===== src/rtl/game_settings_if.sv =====
// ---------------------------------------------------------------------------
// game_settings_if
//   Bundle of signals between the menu / main game FSM (master) and the
//   game_settings block (slave).
//
//   Master -> slave : level_sel[1:0], level_valid, start, pause, stop
//   Slave -> master : cfg_valid, row_col_num[3:0], mine_num[5:0],
//                     field_size[6:0], board_size[10:0], board_xpos[10:0],
//                     board_ypos[10:0], timer_sec[6:0], timer_running, timeout
// ---------------------------------------------------------------------------
interface game_settings_if;
    logic [1:0]  level_sel;
    logic        level_valid;
    logic        start;
    logic        pause;
    logic        stop;

    logic        cfg_valid;
    logic [3:0]  row_col_num;
    logic [5:0]  mine_num;
    logic [6:0]  field_size;
    logic [10:0] board_size;
    logic [10:0] board_xpos;
    logic [10:0] board_ypos;
    logic [6:0]  timer_sec;
    logic        timer_running;
    logic        timeout;

    modport master (
        output level_sel, level_valid, start, pause, stop,
        input  cfg_valid, row_col_num, mine_num, field_size, board_size,
               board_xpos, board_ypos, timer_sec, timer_running, timeout
    );

    modport slave (
        input  level_sel, level_valid, start, pause, stop,
        output cfg_valid, row_col_num, mine_num, field_size, board_size,
               board_xpos, board_ypos, timer_sec, timer_running, timeout
    );
endinterface


===== src/rtl/game_settings.sv =====
// ---------------------------------------------------------------------------
// game_settings
//   Latches the menu-selected difficulty into registered board settings and
//   owns the per-game countdown timer with a one-cycle timeout pulse.
//
//   Ports:
//     clk  - system pixel clock, all logic on the rising edge
//     rst  - synchronous, active-high reset
//     bus  - game_settings_if.slave (level select / start / pause / stop in,
//            board settings, timer_sec, timer_running, timeout out)
//
//   Parameters:
//     TICK_DIV  - clk cycles per timer second (2 .. 2^27-1)
//     X_CENTER  - screen X center the board is centred on
//     Y_CENTER  - screen Y center the board is centred on
//
//   Build option:
//     GAME_TIMER_EN - when defined, the countdown timer runs; when undefined,
//                     timer_sec holds the loaded seconds and timeout is 0.
// ---------------------------------------------------------------------------
module game_settings #(
    parameter int unsigned TICK_DIV = 65_000_000,
    parameter int unsigned X_CENTER = 512,
    parameter int unsigned Y_CENTER = 480
) (
    input  logic            clk,
    input  logic            rst,
    game_settings_if.slave  bus
);

    typedef enum logic [2:0] {S_IDLE, S_LOADED, S_RUN, S_HOLD, S_DONE} state_t;

    typedef struct packed {
        logic [3:0] row_col_num;
        logic [5:0] mine_num;
        logic [6:0] seconds;
    } level_cfg_t;

    localparam logic [6:0] FIELD_SIZE = 7'd64;

    if (TICK_DIV < 2 || TICK_DIV > 27'h7FF_FFFF) begin : g_bad_tick_div
        $error("game_settings: TICK_DIV out of range");
    end

    function automatic level_cfg_t level_lookup(input logic [1:0] sel);
        case (sel)
            2'b01:   level_lookup = '{row_col_num: 4'd8,  mine_num: 6'd19, seconds: 7'd45};
            2'b10:   level_lookup = '{row_col_num: 4'd10, mine_num: 6'd30, seconds: 7'd50};
            2'b11:   level_lookup = '{row_col_num: 4'd15, mine_num: 6'd40, seconds: 7'd70};
            default: level_lookup = '{row_col_num: 4'd0,  mine_num: 6'd0,  seconds: 7'd0};
        endcase
    endfunction

    state_t      r_state;
    logic        r_cfg_valid;
    logic [3:0]  r_row_col_num;
    logic [5:0]  r_mine_num;
    logic [6:0]  r_field_size;
    logic [10:0] r_board_size;
    logic [10:0] r_board_xpos;
    logic [10:0] r_board_ypos;
    logic [6:0]  r_seed;
    logic [6:0]  r_timer_sec;
    logic        r_timer_running;

    level_cfg_t  w_cfg;
    logic        w_load;
    logic        w_do_load;
    logic [10:0] w_board_size;
    logic [11:0] w_half;
    logic [10:0] w_board_xpos;
    logic [10:0] w_board_ypos;

    assign w_cfg        = level_lookup(bus.level_sel);
    assign w_load       = bus.level_valid && (bus.level_sel != 2'b00);
    // Loads are honoured everywhere except while a game is in play.
    assign w_do_load    = w_load && (r_state == S_IDLE || r_state == S_LOADED ||
                                     r_state == S_DONE);
    assign w_board_size = 11'(w_cfg.row_col_num) * 11'(FIELD_SIZE);
    // Position is centre minus half the board, formed in 12-bit signed and
    // truncated; the level table keeps the result non-negative.
    assign w_half       = {2'b00, w_board_size[10:1]};
    assign w_board_xpos = 11'($signed(12'(X_CENTER)) - $signed(w_half));
    assign w_board_ypos = 11'($signed(12'(Y_CENTER)) - $signed(w_half));

    // NOTE: every register is cleared by the synchronous reset and updated
    // with non-blocking assignments so all readers see pre-edge values.
    always_ff @(posedge clk) begin
        if (rst) begin
            r_cfg_valid   <= 1'b0;
            r_row_col_num <= '0;
            r_mine_num    <= '0;
            r_field_size  <= '0;
            r_board_size  <= '0;
            r_board_xpos  <= '0;
            r_board_ypos  <= '0;
            r_seed        <= '0;
        end else if (w_do_load) begin
            r_cfg_valid   <= 1'b1;
            r_row_col_num <= w_cfg.row_col_num;
            r_mine_num    <= w_cfg.mine_num;
            r_field_size  <= FIELD_SIZE;
            r_board_size  <= w_board_size;
            r_board_xpos  <= w_board_xpos;
            r_board_ypos  <= w_board_ypos;
            r_seed        <= w_cfg.seconds;
        end
    end

`ifdef GAME_TIMER_EN
    localparam logic [26:0] TICK_LAST = 27'(TICK_DIV - 1);

    logic [26:0] r_presc;
    logic        r_timeout;
    logic        w_run_count;
    logic        w_tick;

    // stop and pause take priority over counting; the prescaler only
    // advances on a plain RUN cycle.
    assign w_run_count = (r_state == S_RUN) && !bus.stop && !bus.pause;
    assign w_tick      = w_run_count && (r_presc == TICK_LAST);

    // Held in HOLD so a pause resumes mid-second; zero outside a game so
    // every entry into RUN starts a fresh second.
    always_ff @(posedge clk) begin
        if (rst) begin
            r_presc <= '0;
        end else if (w_run_count) begin
            r_presc <= w_tick ? '0 : r_presc + 27'd1;
        end else if (r_state != S_RUN && r_state != S_HOLD) begin
            r_presc <= '0;
        end
    end

    assign bus.timeout = r_timeout;
`else
    assign bus.timeout = 1'b0;
`endif

    always_ff @(posedge clk) begin
        if (rst) begin
            r_state         <= S_IDLE;
            r_timer_sec     <= '0;
            r_timer_running <= 1'b0;
`ifdef GAME_TIMER_EN
            r_timeout       <= 1'b0;
`endif
        end else begin
`ifdef GAME_TIMER_EN
            r_timeout <= 1'b0;
`endif
            case (r_state)
                S_IDLE: begin
                    if (w_load) begin
                        r_state     <= S_LOADED;
                        r_timer_sec <= w_cfg.seconds;
                    end
                end
                S_LOADED: begin
                    if (w_load) begin
                        r_timer_sec <= w_cfg.seconds;
                    end else if (bus.start) begin
                        r_state         <= S_RUN;
                        r_timer_running <= 1'b1;
                    end
                end
                S_RUN: begin
                    if (bus.stop) begin
                        r_state         <= S_DONE;
                        r_timer_running <= 1'b0;
                    end else if (bus.pause) begin
                        r_state         <= S_HOLD;
                        r_timer_running <= 1'b0;
                    end
`ifdef GAME_TIMER_EN
                    else if (w_tick) begin
                        if (r_timer_sec <= 7'd1) begin
                            r_timer_sec     <= '0;
                            r_timeout       <= (r_timer_sec == 7'd1);
                            r_state         <= S_DONE;
                            r_timer_running <= 1'b0;
                        end else begin
                            r_timer_sec <= r_timer_sec - 7'd1;
                        end
                    end
`endif
                end
                S_HOLD: begin
                    if (bus.stop) begin
                        r_state <= S_DONE;
                    end else if (!bus.pause) begin
                        r_state         <= S_RUN;
                        r_timer_running <= 1'b1;
                    end
                end
                S_DONE: begin
                    if (w_load) begin
                        r_state     <= S_LOADED;
                        r_timer_sec <= w_cfg.seconds;
                    end else if (bus.start) begin
                        r_state         <= S_RUN;
                        r_timer_sec     <= r_seed;
                        r_timer_running <= 1'b1;
                    end
                end
                default: begin
                    r_state         <= S_IDLE;
                    r_timer_running <= 1'b0;
                end
            endcase
        end
    end

    assign bus.cfg_valid     = r_cfg_valid;
    assign bus.row_col_num   = r_row_col_num;
    assign bus.mine_num      = r_mine_num;
    assign bus.field_size    = r_field_size;
    assign bus.board_size    = r_board_size;
    assign bus.board_xpos    = r_board_xpos;
    assign bus.board_ypos    = r_board_ypos;
    assign bus.timer_sec     = r_timer_sec;
    assign bus.timer_running = r_timer_running;

endmodule


===== src/flat_wrapper.sv =====
// flat-port wrapper written by rule: the top's interface ports become plain ports
module game_settings_flat 
#(
    parameter int unsigned TICK_DIV = 65_000_000,
    parameter int unsigned X_CENTER = 512,
    parameter int unsigned Y_CENTER = 480
)
  (clk, rst, bus_level_sel, bus_level_valid, bus_start, bus_pause, bus_stop, bus_cfg_valid, bus_row_col_num, bus_mine_num, bus_field_size, bus_board_size, bus_board_xpos, bus_board_ypos, bus_timer_sec, bus_timer_running, bus_timeout);
  game_settings_if bus_i ();
  input  logic clk;
  input  logic rst;
  input wire logic [$bits(bus_i.level_sel)-1:0] bus_level_sel;
  input wire logic [$bits(bus_i.level_valid)-1:0] bus_level_valid;
  input wire logic [$bits(bus_i.start)-1:0] bus_start;
  input wire logic [$bits(bus_i.pause)-1:0] bus_pause;
  input wire logic [$bits(bus_i.stop)-1:0] bus_stop;
  output wire logic [$bits(bus_i.cfg_valid)-1:0] bus_cfg_valid;
  output wire logic [$bits(bus_i.row_col_num)-1:0] bus_row_col_num;
  output wire logic [$bits(bus_i.mine_num)-1:0] bus_mine_num;
  output wire logic [$bits(bus_i.field_size)-1:0] bus_field_size;
  output wire logic [$bits(bus_i.board_size)-1:0] bus_board_size;
  output wire logic [$bits(bus_i.board_xpos)-1:0] bus_board_xpos;
  output wire logic [$bits(bus_i.board_ypos)-1:0] bus_board_ypos;
  output wire logic [$bits(bus_i.timer_sec)-1:0] bus_timer_sec;
  output wire logic [$bits(bus_i.timer_running)-1:0] bus_timer_running;
  output wire logic [$bits(bus_i.timeout)-1:0] bus_timeout;
  assign bus_i.level_sel = bus_level_sel;
  assign bus_i.level_valid = bus_level_valid;
  assign bus_i.start = bus_start;
  assign bus_i.pause = bus_pause;
  assign bus_i.stop = bus_stop;
  assign bus_cfg_valid = bus_i.cfg_valid;
  assign bus_row_col_num = bus_i.row_col_num;
  assign bus_mine_num = bus_i.mine_num;
  assign bus_field_size = bus_i.field_size;
  assign bus_board_size = bus_i.board_size;
  assign bus_board_xpos = bus_i.board_xpos;
  assign bus_board_ypos = bus_i.board_ypos;
  assign bus_timer_sec = bus_i.timer_sec;
  assign bus_timer_running = bus_i.timer_running;
  assign bus_timeout = bus_i.timeout;
  game_settings #(.TICK_DIV(TICK_DIV), .X_CENTER(X_CENTER), .Y_CENTER(Y_CENTER)) u_core (.clk(clk), .rst(rst), .bus(bus_i));
endmodule

===== config.mk =====
export PLATFORM = sky130hd
export DESIGN_NAME = game_settings_flat
export DESIGN_NICKNAME = d
export VERILOG_FILES = /design/src/rtl/game_settings_if.sv /design/src/rtl/game_settings.sv /design/src/flat_wrapper.sv
export SDC_FILE = /design/constraint.sdc
export NUM_CORES = 1
export LEC_CHECK = 0
export ABC_AREA = 0
export BUFFER_PORTS_ARGS = -buffer_cell sky130_fd_sc_hd__buf_2
export CAP_MARGIN = 25
export CORE_ASPECT_RATIO = 1.5
export CORE_MARGIN = 2
export CORE_UTILIZATION = 40
export CTS_CLUSTER_SIZE = 16
export DETAILED_ROUTE_END_ITERATION = 10
export GPL_TIMING_DRIVEN = 0
export HOLD_SLACK_MARGIN = 0.06
export PLACE_DENSITY = 0.74
export SETUP_SLACK_MARGIN = 0.2
export SYNTH_ARGS = -nofsm -noshare
export SYNTH_HDL_FRONTEND = slang
export SYNTH_SLANG_ARGS = --single-unit
export TNS_END_PERCENT = 1

===== constraint.sdc =====
create_clock -name clk -period 4.15 [get_ports clk]
set_clock_uncertainty 0.2 [all_clocks]
set_input_delay 0.415 -clock clk [delete_from_list [all_inputs] [get_ports clk]]
set_output_delay 0.415 -clock clk [all_outputs]
set_load 0.02 [all_outputs]

; ---- Word-level counts from Yosys, hierarchy flattened
; Index checks and enable logic that the tools add are counted.
; W data, S select, Z words.
[classes]
add_sub_neg = 2
eq_ne = 17
muxes = 21
bitwise_logic = 1
n_reduce_logical = 12
[ops]
columns = operator, n
row1 = $pmux W17 S3, 1
row2 = $mux W3, 8
row3 = $mux W7, 3
row4 = $pmux W3 S5, 1
row5 = $pmux W7 S2, 1
row6 = $sub A10 B9 Y11 const A, 1
row7 = $sub A9 B9 Y10 const A, 1
row8 = $ne A2 B2 Y1 const B, 4
row9 = $eq A3 B2 Y1 const B, 2
row10 = $mux W1, 6
row11 = $ne A2 B1 Y1 const B, 3
row12 = $ne A3 B3 Y1 const B, 2
row13 = $reduce_and A6 Y1, 1
row14 = $eq A2 B2 Y1 const B, 2
row15 = $pmux W1 S4, 1
row16 = $reduce_and A4 Y1, 1
row17 = $reduce_bool A2 Y1, 2
row18 = $reduce_or A2 Y1, 2
row19 = $eq A3 B1 Y1 const B, 1
row20 = $eq A3 B3 Y1 const B, 1
row21 = $logic_not A3 Y1, 1
row22 = $ne A3 B2 Y1 const B, 1
row23 = $reduce_and A3 Y1, 1
row24 = $eq A2 B1 Y1 const B, 1
row25 = 3 further kinds, 5
[word_totals]
reg_bits = 51
input_bits = 8
out_inout_bits = 60
wordCells = 62

; ---- Logic depth before layout (Yosys ltp)
; Gate-level depths: netlist of run 1.
[logic_depth]
depth_word = 4
mapped_depth = 7
ltp_nobuf = 6

; ---- Least setup slack after synthesis of run 1
; OpenSTA, ideal clock, no wires.
[synth_path]
path_kind = input-to-reg
startpoint = input bus_level_sel[0]
endpoint = register u_core.r_timer_sec[3], in the netlist u_core.bus.timer_sec[3]
setup_ns = 0.080
arrival_time_ns = 1.508
required_ns = 3.870
setup_slack_ns = 2.362
stages = 7
path_buffers = 1
cell_sequence = inv_1 > ha_1 > nand2b_1 > a21oi_2 > buf_4 > nor2_1 > a211oi_2
[synth_via]
elab_chain_len = 4
word_cells_on_any_way = 12
cone_classes = 5 x eq/ne / 4 x mux / 3 x reduce/logical
[synth_rtl]
columns = item, line
row1 = from (decl), flat_wrapper.sv:12  ; input wire logic [$bits(bus_i.level_sel)-1:0] bus_level_sel;
row2 = "$eq A2 B2 Y1, or another cell as far along", game_settings.sv:46  ; case (sel)
row3 = $pmux W17 S3 / $logic_and A1 B1 Y1 (equally long branches), "game_settings.sv:46, game_settings.sv:75"
row4 = "$mux W7, or another cell as far along", game_settings.sv:197  ; if (w_load) begin
row5 = $pmux W7 S2 / $reduce_and A3 Y1 (equally long branches), n/a
row6 = to (signal assigned), game_settings.sv:156  ; r_timer_sec <= w_cfg.seconds;
row7 = to (signal assigned), game_settings.sv:199  ; r_timer_sec <= w_cfg.seconds;
row8 = to (signal assigned), game_settings.sv:202  ; r_timer_sec <= r_seed;
row9 = to (decl), game_settings.sv:63  ; logic [6:0] r_timer_sec;
; Several ways; a longest one is shown, not always the timed one. The select of a mux whose other input is x is not followed.
; A chain may end at the register's enable or synchronous reset.

; ---- Final worst setup path of run 1
[layout_path]
startpoint = input bus_level_sel[0]
endpoint = register u_core.r_timer_sec[4], in the netlist u_core.bus.timer_sec[4]
; Same word-level chain as after synthesis.

==> flow_summary.toml, run 1 <==
[run_status]
status = "completed"

[pwr]
p_total_mw = 0.520
peakVddDrop_mv = 0.216
power.leakage_nw = 0.986
p_per_area_mw_per_mm2 = 281

[hold_path]
min-delay-path-class = "primary input to flop"
worst_hold_startpoint = "rst"
hold_path_depth = 2
hold_end = "u_core.r_state[1]$_SDFFE_PP0P_"

[timing]
finalHoldViolCount = 0
setup-violations-final = 0
timing.slew.headroom_pct = 59.4
slew_viol_final = 0
fin_crit_ns = 1.95
setup_tns_ns = 0
rsz0062_at_grt = "false"
period_share_pct = 47.0
tightest_slew_ns = 0.608
setup_ws_ns = 2.20
max_freq_mhz = 513

[detailed_routing]
drc = 0
via_count = 1227
drtIter0Drc = 14
wl_per_cell_um = 10.0
ant_nets = 0
first_pass_iters = 4
drt-vias-per-instance = 4.29
routed_wl_mm = 2.86

[global_routing]
antenna_found_initial = 0
grt_use_total_pct = 15.3
grt_pass1_wl_mm = 4.91
grt_max_degree = 12
grt_pass1_vias = 1120
gr-total-overflow = 0

[clocking]
ctsResizeCount = 0
cts.sink_count = 21
holdBufCountCts = 0
cts_made_buffers = 3
cts_tree = "yes"
clkTransAtPathRegs_ns = 0.07
post_cts_buffers = 0
clockBufferDepth = 2
insertion_delay_ns = 0.26
clock-root-buffer = "clkbuf_8"
h-tree-depth = 1

[worst_setup_path]
r2r-start = "u_core.r_state[0]$_SDFFE_PP0P_"
cp_max_fo = 7
crit_arrival_ns = 1.87
critPathKind = "primary input to flop"
r2r-end = "u_core.bus.timer_sec[4]$_SDFFE_PP0P_"
ff2ff_setup_slack_ns = 2.47
end_kind = "flop"
rr_worst_depth = 4
worst_ep_required_time_ns = 4.07
start_kind = "primary input"

[finish]
syn2layout_area_growth_pct = 27.2
fin_nets = 259
final_common_cell = "buf_4"
fillers = 350
mostFrequentLayoutCells = "buf_4 (49), buf_2 (43), conb_1 (27)"
diodes = 0
post-route-util_pct = 53.6
drive_gt1_share_pct = 42.6

[floorplanning]
die_x_um = 53.2
dieArea_mm2 = 0.00414
start_util_pct = 42.2
num_rows = 26
core_area_mm2 = 0.00345
die_y_um = 77.8
num_io_pins = 68

[synth]
synth_edf_count = 0
ys_warn_count = 0
synth-seq-area-share_pct = 28.9
ys_ff_latch = 21
synth_top_cell_by_area = "dfxtp_1"
synthCells = 174
synth_cell_types = 36
synth_area_mm2 = 0.00145
syn_area_per_cell_um2 = 8.36
synth-main-ff-cell = "dfxtp_1"
synth_top_area_share_pct = 28.9
async_reset_ff_share_pct = 0
synth_area_leaders = "dfxtp_1 (29%), buf_4 (25%), a211oi_2 (5.2%), ha_1 (5.2%), nor2_1 (5.2%)"

[placement]
numPortBuffers = 40
place_hpwl_mm = 2.29
gp_congestion = 0.803
pre_cts_slack_ns = 1.92

[run]
maxCapViolCount = 0
==> registers in the layout (all words and copies together) (netlist names) <==
register and cells:
u_core.bus.board_ypos 2, u_core.r_state 3, u_core.r_seed 1, u_core.bus.timer_running 1
u_core.bus.board_xpos 2, u_core.bus.timer_sec 6, u_core.bus.row_col_num 2, u_core.bus.mine_num 3
u_core.bus.cfg_valid 1
==> stage by stage <==
| stage | hold slack, ns | std cells | cell area [um^2] |
|---|---|---|---|
| 2_1_floorplan | 0.236 | 200 | 1550 |
| 3_3_place_gp | 0.241 | 282 | 1800 |
| 3_5_place_dp | 0.243 | 282 | 1800 |
| 4_1_cts | 0.174 | 286 | 1850 |
| 5_1_grt | 0.197 | 286 | 1850 |
| 6_report | 0.179 | 286 | 1850 |
==> critical path, cell delays in order <==
cell and delay (ns):
buf_2 0.12, inv_1 0.11, ha_1 0.24, nor2b_1 0.11
nor3_4 0.42, mux2i_1 0.35, a211oi_2 0.11
==> worst max-delay path by stage <==
| stage | startpoint | to | slack, ns | cells after the start |
|---|---|---|---|---|
| 2_1_floorplan | bus_level_sel[0] | u_core.bus.timer_sec[3]$_SDFFE_PP0P_ | 2.36 | 7 |
| 3_3_place_gp | bus_level_sel[0] | u_core.bus.timer_sec[4]$_SDFFE_PP0P_ | 1.98 | 7 |
| 3_5_place_dp | bus_level_sel[0] | u_core.bus.timer_sec[4]$_SDFFE_PP0P_ | 1.92 | 7 |
| 4_1_cts | bus_level_sel[0] | u_core.bus.timer_sec[4]$_SDFFE_PP0P_ | 2.16 | 7 |
| 5_1_grt | bus_level_sel[0] | u_core.bus.timer_sec[4]$_SDFFE_PP0P_ | 2.08 | 7 |
| 6_report | bus_level_sel[0] | u_core.bus.timer_sec[4]$_SDFFE_PP0P_ | 2.20 | 7 |
==> logic make-up (layout without fill, tap and decap cells) <==
family                   Yosys count  in the layout  share of synthesized area, %
multiplexers                       6              6                          4.13
adder cells (fa/ha/maj)            6              6                          5.16
flip-flops                        21             21                          28.9
AND/OR/NAND/NOR                   51             51                          16.9
buffers and inverters             60            104                          28.9
AO/OA/AOI/OAI                     28             28                          15.1
XOR/XNOR                           1              1                         0.603
other                              1             27                         0.258
==> cells in the mapped netlist (2+ instances only) <==
library cell / n
a211oi_1: 2
a211oi_2: 6
a21oi_1: 9
buf_2: 3
buf_4: 49
clkbuf_1: 3
dfxtp_1: 21
ha_1: 6
inv_1: 4
mux2i_1: 6
nand2_1: 15
nand2b_1: 4
nor2_1: 20
nor2b_1: 2
nor3_1: 2
o22a_1: 2
==> layer usage <==
layer	vias up	GRT usage, %	routed length, um
li1	641	-	-
met1	546	16.3	1070
met2	35	28.5	1580
met3	5	3.27	175
met4	0	4.62	40
met5	-	0	0
==> final cells by class <==
type | instances | area, um^2 | share of cell area (%)
inverter | 4 | 15.0 | 0.812
multi-input combinational | 119 | 711 | 38.4
timing repair buffer | 40 | 200 | 10.8
clock buffer | 4 | 45.0 | 2.44
sequential | 21 | 420 | 22.7
buffer | 56 | 405 | 21.9
tap | 42 | 52.6 | 2.84
==> power by group <==
part           leakage, nW  switching [mW]  internal, mW
combinational        0.791          0.0959        0.0677
sequential           0.172         0.00868         0.214
clock               0.0228          0.0651        0.0684
(Power assumes the default switching activity.)
==> run 2: changes to the inputs <==
--- a/config.mk
+++ b/config.mk
@@ -15,7 +15,7 @@
 export DETAILED_ROUTE_END_ITERATION = 10
 export GPL_TIMING_DRIVEN = 0
 export HOLD_SLACK_MARGIN = 0.06
-export PLACE_DENSITY = 0.74
+export PLACE_DENSITY = 0.77
 export SETUP_SLACK_MARGIN = 0.2
 export SYNTH_ARGS = -nofsm -noshare
 export SYNTH_HDL_FRONTEND = slang
==> constraint.sdc (replaced) <==
create_clock -name clk -period 1.7 [get_ports clk]
set_clock_uncertainty 0.2 [all_clocks]
set_input_delay 0.17 -clock clk [delete_from_list [all_inputs] [get_ports clk]]
set_output_delay 0.17 -clock clk [all_outputs]
set_load 0.02 [all_outputs]
==> run 2 against run 1 <==
  * Register-to-register slack worse by 2.3 ns
  * Flip-flop and latch count stayed put
  * Global-route usage is 0.40 points higher
  * First-iteration DRC count is 50% lower
  * Sequential share of layout area is 2.1 points lower
  * Hold slack worse by 0.094 ns
  * Sequential power is 150% higher
  * Power grew to 2.5 times the previous value
  * Final area is 11% higher
  * Critical path type is now flop to flop
==> flow_summary.toml, run 2 (synthesis results as in run 1) <==
[run_status]
status = "completed"

[floorplanning]
num_io_pins = 68
num_rows = 26
die_y_um = 77.8
core_area_mm2 = 0.00345
dieArea_mm2 = 0.00414
die_x_um = 53.2
start_util_pct = 42.2

[clocking]
insertion_delay_ns = 0.26
clkTransAtPathRegs_ns = 0.07
cts_made_buffers = 3
cts_tree = "yes"
clock-root-buffer = "clkbuf_8"
h-tree-depth = 1
cts.sink_count = 21
clockBufferDepth = 2

[finish]
fillers = 324
fin_nets = 267
multi_input_area_um2 = 793
mostFrequentLayoutCells = "buf_4 (51), buf_2 (41), conb_1 (27)"
syn2layout_area_growth_pct = 41.3
final_common_cell = "buf_4"
seqCellArea_um2 = 423
drive_gt1_share_pct = 50.4
diodes = 0
largest_reg_flops = 6

[worst_setup_path]
crit_arrival_ns = 1.44
max_stage_delay_ns = 0.34
rr_worst_depth = 6
path_depth = 6
ff2ff_setup_slack_ns = 0.19
cp_cell_sequence = "buf_6, a21o_4, or2_4, buf_8, nand2_1, a21oi_1"
cp_slowest_cell = "dfxtp_2"
cp_max_fo = 7
cp_top_family = "flip-flops"
critPathKind = "flop to flop"
worst_ep_required_time_ns = 1.63
cp_num_buf_inv = 2
start_kind = "flop"
end_kind = "flop"

[global_routing]
grt_max_degree = 12
grt_use_total_pct = 15.7
antenna_found_initial = 0
grt_pass1_vias = 1188
grt_pass1_wl_mm = 5.00
gr-total-overflow = 0

[timing]
slew_viol_final = 0
finalHoldViolCount = 0
rsz0062_at_grt = "true"
setup-violations-final = 0
timing.slew.headroom_pct = 57.7
tightest_slew_ns = 0.635
period_share_pct = 88.9
max_freq_mhz = 662
hold-worst-slack_ns = 0.0850
fin_crit_ns = 1.51
setup_tns_ns = 0

[pwr]
power.leakage_nw = 1.05
p_per_area_mw_per_mm2 = 646
peakVddDrop_mv = 0.464

[detailed_routing]
first_pass_iters = 4
wl_per_cell_um = 10.8
routed_wl_mm = 3.18
ant_nets = 0
via_count = 1304
drtIter0Drc = 7
drt-vias-per-instance = 4.44
drc = 0

[placement]
place_hpwl_mm = 2.28
numPortBuffers = 40
gp_congestion = 0.833

[run]
maxCapViolCount = 0

[hold_path]
hold_path_depth = 4
min-delay-path-class = "primary input to flop"
-- run 2: what timing repair did --
action / in CTS / in global routing
gates cloned: 1 / 0
resized for setup: 14 / 12
endpoints found under the hold margin: 2 / 0
pin swaps: 4 / 1
hold buffers: 3 / 0
setup buffers: 3 / 1
setup endpoints to repair: 13 / 17
-- run 2: worst register-to-register path, cell delays in order, from the launching register on --
cell	delay [ns]
dfxtp_2	0.34
buf_6	0.12
a21o_4	0.21
or2_4	0.24
buf_8	0.14
nand2_1	0.06
a21oi_1	0.07
-- run 2: power by group --
| group | switching [mW] | internal (mW) | total (mW) |
|---|---|---|---|
| Combinational | 0.249 | 0.203 | 0.452 |
| Clock | 0.159 | 0.167 | 0.326 |
| Sequential | 0.0238 | 0.524 | 0.548 |
-- run 2: layout make-up --
type | count | area share, %
Multi-Input combinational cell | 119 | 38.6
Tap cell | 42 | 2.56
Inverter | 4 | 0.731
Clock buffer | 4 | 2.19
Buffer | 56 | 21.2
Timing Repair Buffer | 48 | 14.1
Sequential cell | 21 | 20.6
-- run 2: path summary, 6_finish.rpt --
path	from	end
worst max-delay path	u_core.r_state[2]$_SDFFE_PP0P_	u_core.bus.mine_num[4]$_SDFFE_PP0P_
worst min-delay path	bus_stop	u_core.r_state[0]$_SDFFE_PP0P_
worst max register to register	u_core.r_state[2]$_SDFFE_PP0P_	u_core.bus.mine_num[4]$_SDFFE_PP0P_
worst min register to register	u_core.bus.timer_running$_SDFFE_PP0P_	u_core.bus.timer_running$_SDFFE_PP0P_
-- run 2: per-stage QoR --
stage          worst slack [ns]  instance area, um^2  cells  total power, mW  utilization, %
2_1_floorplan             0.210                 1560    200            0.872               -
3_3_place_gp             -0.128                 1810    282            0.951            52.5
3_5_place_dp             -0.130                 1810    282            0.957            52.5
4_1_cts                   0.190                 1980    293             1.31            57.4
5_1_grt                   0.151                 2050    294             1.40            59.6
6_report                  0.189                 2050    294             1.33            59.6
-- run 2: per-layer routing --
| layer | global-route usage (%) | vias to the layer above | wire [um] |
|---|---|---|---|
| li1 | - | 653 | - |
| met1 | 16.9 | 598 | 1140 |
| met2 | 29.1 | 49 | 1810 |
| met3 | 1.54 | 4 | 186 |
| met4 | 6.92 | 0 | 53 |
| met5 | 0 | - | 0 |
==> run 3: changes to the inputs <==
--- a/config.mk
+++ b/config.mk
@@ -5,7 +5,7 @@
 export SDC_FILE = /design/constraint.sdc
 export NUM_CORES = 1
 export LEC_CHECK = 0
-export ABC_AREA = 0
+export ABC_AREA = 1
 export BUFFER_PORTS_ARGS = -buffer_cell sky130_fd_sc_hd__buf_2
 export CAP_MARGIN = 25
 export CORE_ASPECT_RATIO = 1.5
@@ -15,7 +15,7 @@
 export DETAILED_ROUTE_END_ITERATION = 10
 export GPL_TIMING_DRIVEN = 0
 export HOLD_SLACK_MARGIN = 0.06
-export PLACE_DENSITY = 0.77
+export PLACE_DENSITY = 0.76
 export SETUP_SLACK_MARGIN = 0.2
 export SYNTH_ARGS = -nofsm -noshare
 export SYNTH_HDL_FRONTEND = slang
==> run 3 against run 2 <==
  * Final area shrank 0.49%
  * Synthesized cell count grew 33%
  * Clock-buffer cell count is the same
  * Register-to-register slack is essentially flat
  * Hold slack gained 0.0081 ns
  * Synthesized area grew 6.1%
  * Clock power shrank 2%
  * Power grew 16%
  * First-iteration DRC count grew 57%
  * Combinational power grew 42%
  * Core utilization shrank 4.1 points
==> flow_summary.toml, run 3 <==
[run]
maxCapViolCount = 0

[synth]
async_reset_ff_share_pct = 0
synth_top_cell_by_area = "dfxtp_1"
syn_area_per_cell_um2 = 6.68
synth_edf_count = 0
ys_ff_latch = 21
synthCells = 231
yosysMostFrequentCell = "buf_4"
synth_area_mm2 = 0.00154
ys_warn_count = 0
synth_area_leaders = "dfxtp_1 (27%), buf_4 (24%), nand2_1 (11%), nor2_1 (9.0%), ha_1 (4.9%)"
synth_common_cells = "buf_4 (50), nand2_1 (47), nor2_1 (37), dfxtp_1 (21), inv_1 (20)"
synth_cell_types = 23
synth-seq-area-share_pct = 27.3
synth_top_area_share_pct = 27.3
synth-main-ff-cell = "dfxtp_1"

[timing]
finalHoldViolCount = 0
setup_tns_ns = 0
fin_crit_ns = 1.52
slew_viol_final = 0
setup_ws_ns = 0.183
max_freq_mhz = 659
setup-violations-final = 0
rsz0062_at_grt = "true"
period_share_pct = 89.2

[clocking]
cts_made_buffers = 3
clock-root-buffer = "clkbuf_8"
clkTransAtPathRegs_ns = 0.07
cts.sink_count = 21
h-tree-depth = 1
insertion_delay_ns = 0.26
clockBufferDepth = 2
cts_tree = "yes"

[global_routing]
grt_max_degree = 12
grt_pass1_vias = 1197
grt_pass1_wl_mm = 4.92
gr-total-overflow = 0
antenna_found_initial = 0
grt_use_total_pct = 14.7

[worst_setup_path]
crit_arrival_ns = 1.47
cp_slowest_cell = "dfxtp_4"
start_kind = "flop"
worst_ep_required_time_ns = 1.66
critPathKind = "flop to flop"
cp_max_fo = 5
cp_cell_sequence = "nor2_4, nand2_4, nand2_4, nand2_4, nand2_4, nand2_4, buf_6, nor2_1, nor2_2"
end_kind = "flop"
max_stage_delay_ns = 0.37
timing.critical_path.mode_cell = "nand2_4"

[detailed_routing]
drtIter0Drc = 11
dr_wl_met2_mm = 1.83
dr_wl_met3_um = 183
drt-vias-per-instance = 4.19
first_pass_iters = 4
wl_per_cell_um = 9.32
routed_wl_mm = 3.25
ant_nets = 0
via_count = 1461
drc = 0
top_layer = "met4"
drt-met1-wl_mm = 1.20

[finish]
largest_reg_flops = 6
mostFrequentLayoutCells = "buf_4 (54), nand2_1 (44), buf_2 (40)"
drive_gt1_share_pct = 41.2
final_common_cell = "buf_4"
syn2layout_area_growth_pct = 32.5
fin_nets = 321
diodes = 0

[placement]
numPortBuffers = 39
gp_congestion = 0.853
pre_cts_slack_ns = -0.0859
place_hpwl_mm = 2.49

[floorplanning]
num_io_pins = 68
die_x_um = 54.7
core_area_mm2 = 0.00368
num_rows = 27
start_util_pct = 41.9
dieArea_mm2 = 0.00438
die_y_um = 80.1

[pwr]
p_per_area_mw_per_mm2 = 755
power.leakage_nw = 1.20
peakVddDrop_mv = 0.470
p_total_mw = 1.54

[run_status]
status = "completed"

[hold_path]
min-delay-path-class = "primary input to flop"
run 3: cell types whose count changed in the layout (fill, tap and decap cells not counted), moves of 5 or more:
cell,delta
nand2_1,+31
inv_1,+17
nor2_1,+13
a211oi_2,-6
o21ai_0,+6
nand2_4,+5
nand3_1,+5
nor2_2,+5
o21ai_1,+5
run 3: area by class of cell:
cell class / instances / area [um^2]
Buffer: 53 / 395
Multi-Input combinational cell: 160 / 788
Fill cell: 372 / 1640
Clock buffer: 4 / 45.0
Sequential cell: 21 / 427
Tap cell: 43 / 53.8
Inverter: 23 / 88.8
Timing Repair Buffer: 45 / 246
run 3: routing by layer:
metal | global-route usage, % | vias up
li1 | - | 785
met1 | 14.8 | 628
met2 | 28.0 | 42
met3 | 2.23 | 6
met4 | 6.00 | 0
met5 | 0 | -
run 3: critical path, delay by kind of cell (launching register included):
family	cells	cell delay, ns
flops	1	0.37
simple gates	8	0.71
buf+inv	1	0.13
run 3: report_power, final:
part	internal [mW]	total (mW)	switching, mW
combinational	0.267	0.642	0.375
clock	0.167	0.320	0.154
sequential	0.543	0.582	0.0387
run 3: what timing repair did:
action / 4_1_cts / 5_1_grt
resized for setup: 4 / 18
hold buffers: 1 / 0
endpoints found under the hold margin: 1 / 0
setup endpoints to repair: 5 / 14
pin swaps: 0 / 6
gates cloned: 0 / 1
buffers inserted: 0 / 4
run 3: cells by family (layout without fill, tap and decap cells):
kind of cell	after synthesis	count (layout)	share of synthesized area, %
AOI/OAI and AO/OA	26	26	8.84
DFF	21	21	27.3
adders and majority gates	6	6	4.87
other	1	27	0.243
buffers and inverters	76	125	31.2
and+or+nand+nor	101	101	27.6
run 3: per-stage QoR:
step,hold WS (ns),cells,area (um^2),utilization (%)
floorplan,0.117,257,1640,-
global placement,0.240,339,1890,51.3
detailed placement,0.250,339,1890,51.3
CTS,0.0859,344,1950,53.0
global route,0.118,349,2040,55.5
finish,0.0931,349,2040,55.5
run 3: final timing paths:
path / startpoint / end / cells after the start / slack, ns
setup reg to reg: u_core.r_state[1]$_SDFFE_PP0P_ / u_core.bus.timer_sec[4]$_SDFFE_PP0P_ / 9 / 0.18
setup / recovery: u_core.r_state[1]$_SDFFE_PP0P_ / u_core.bus.timer_sec[4]$_SDFFE_PP0P_ / 9 / 0.18
hold reg to reg: u_core.r_seed[2]$_SDFFE_PP0P_ / u_core.r_seed[2]$_SDFFE_PP0P_ / 2 / 0.26
hold / removal: rst / u_core.bus.cfg_valid$_SDFFE_PP0P_ / 2 / 0.09
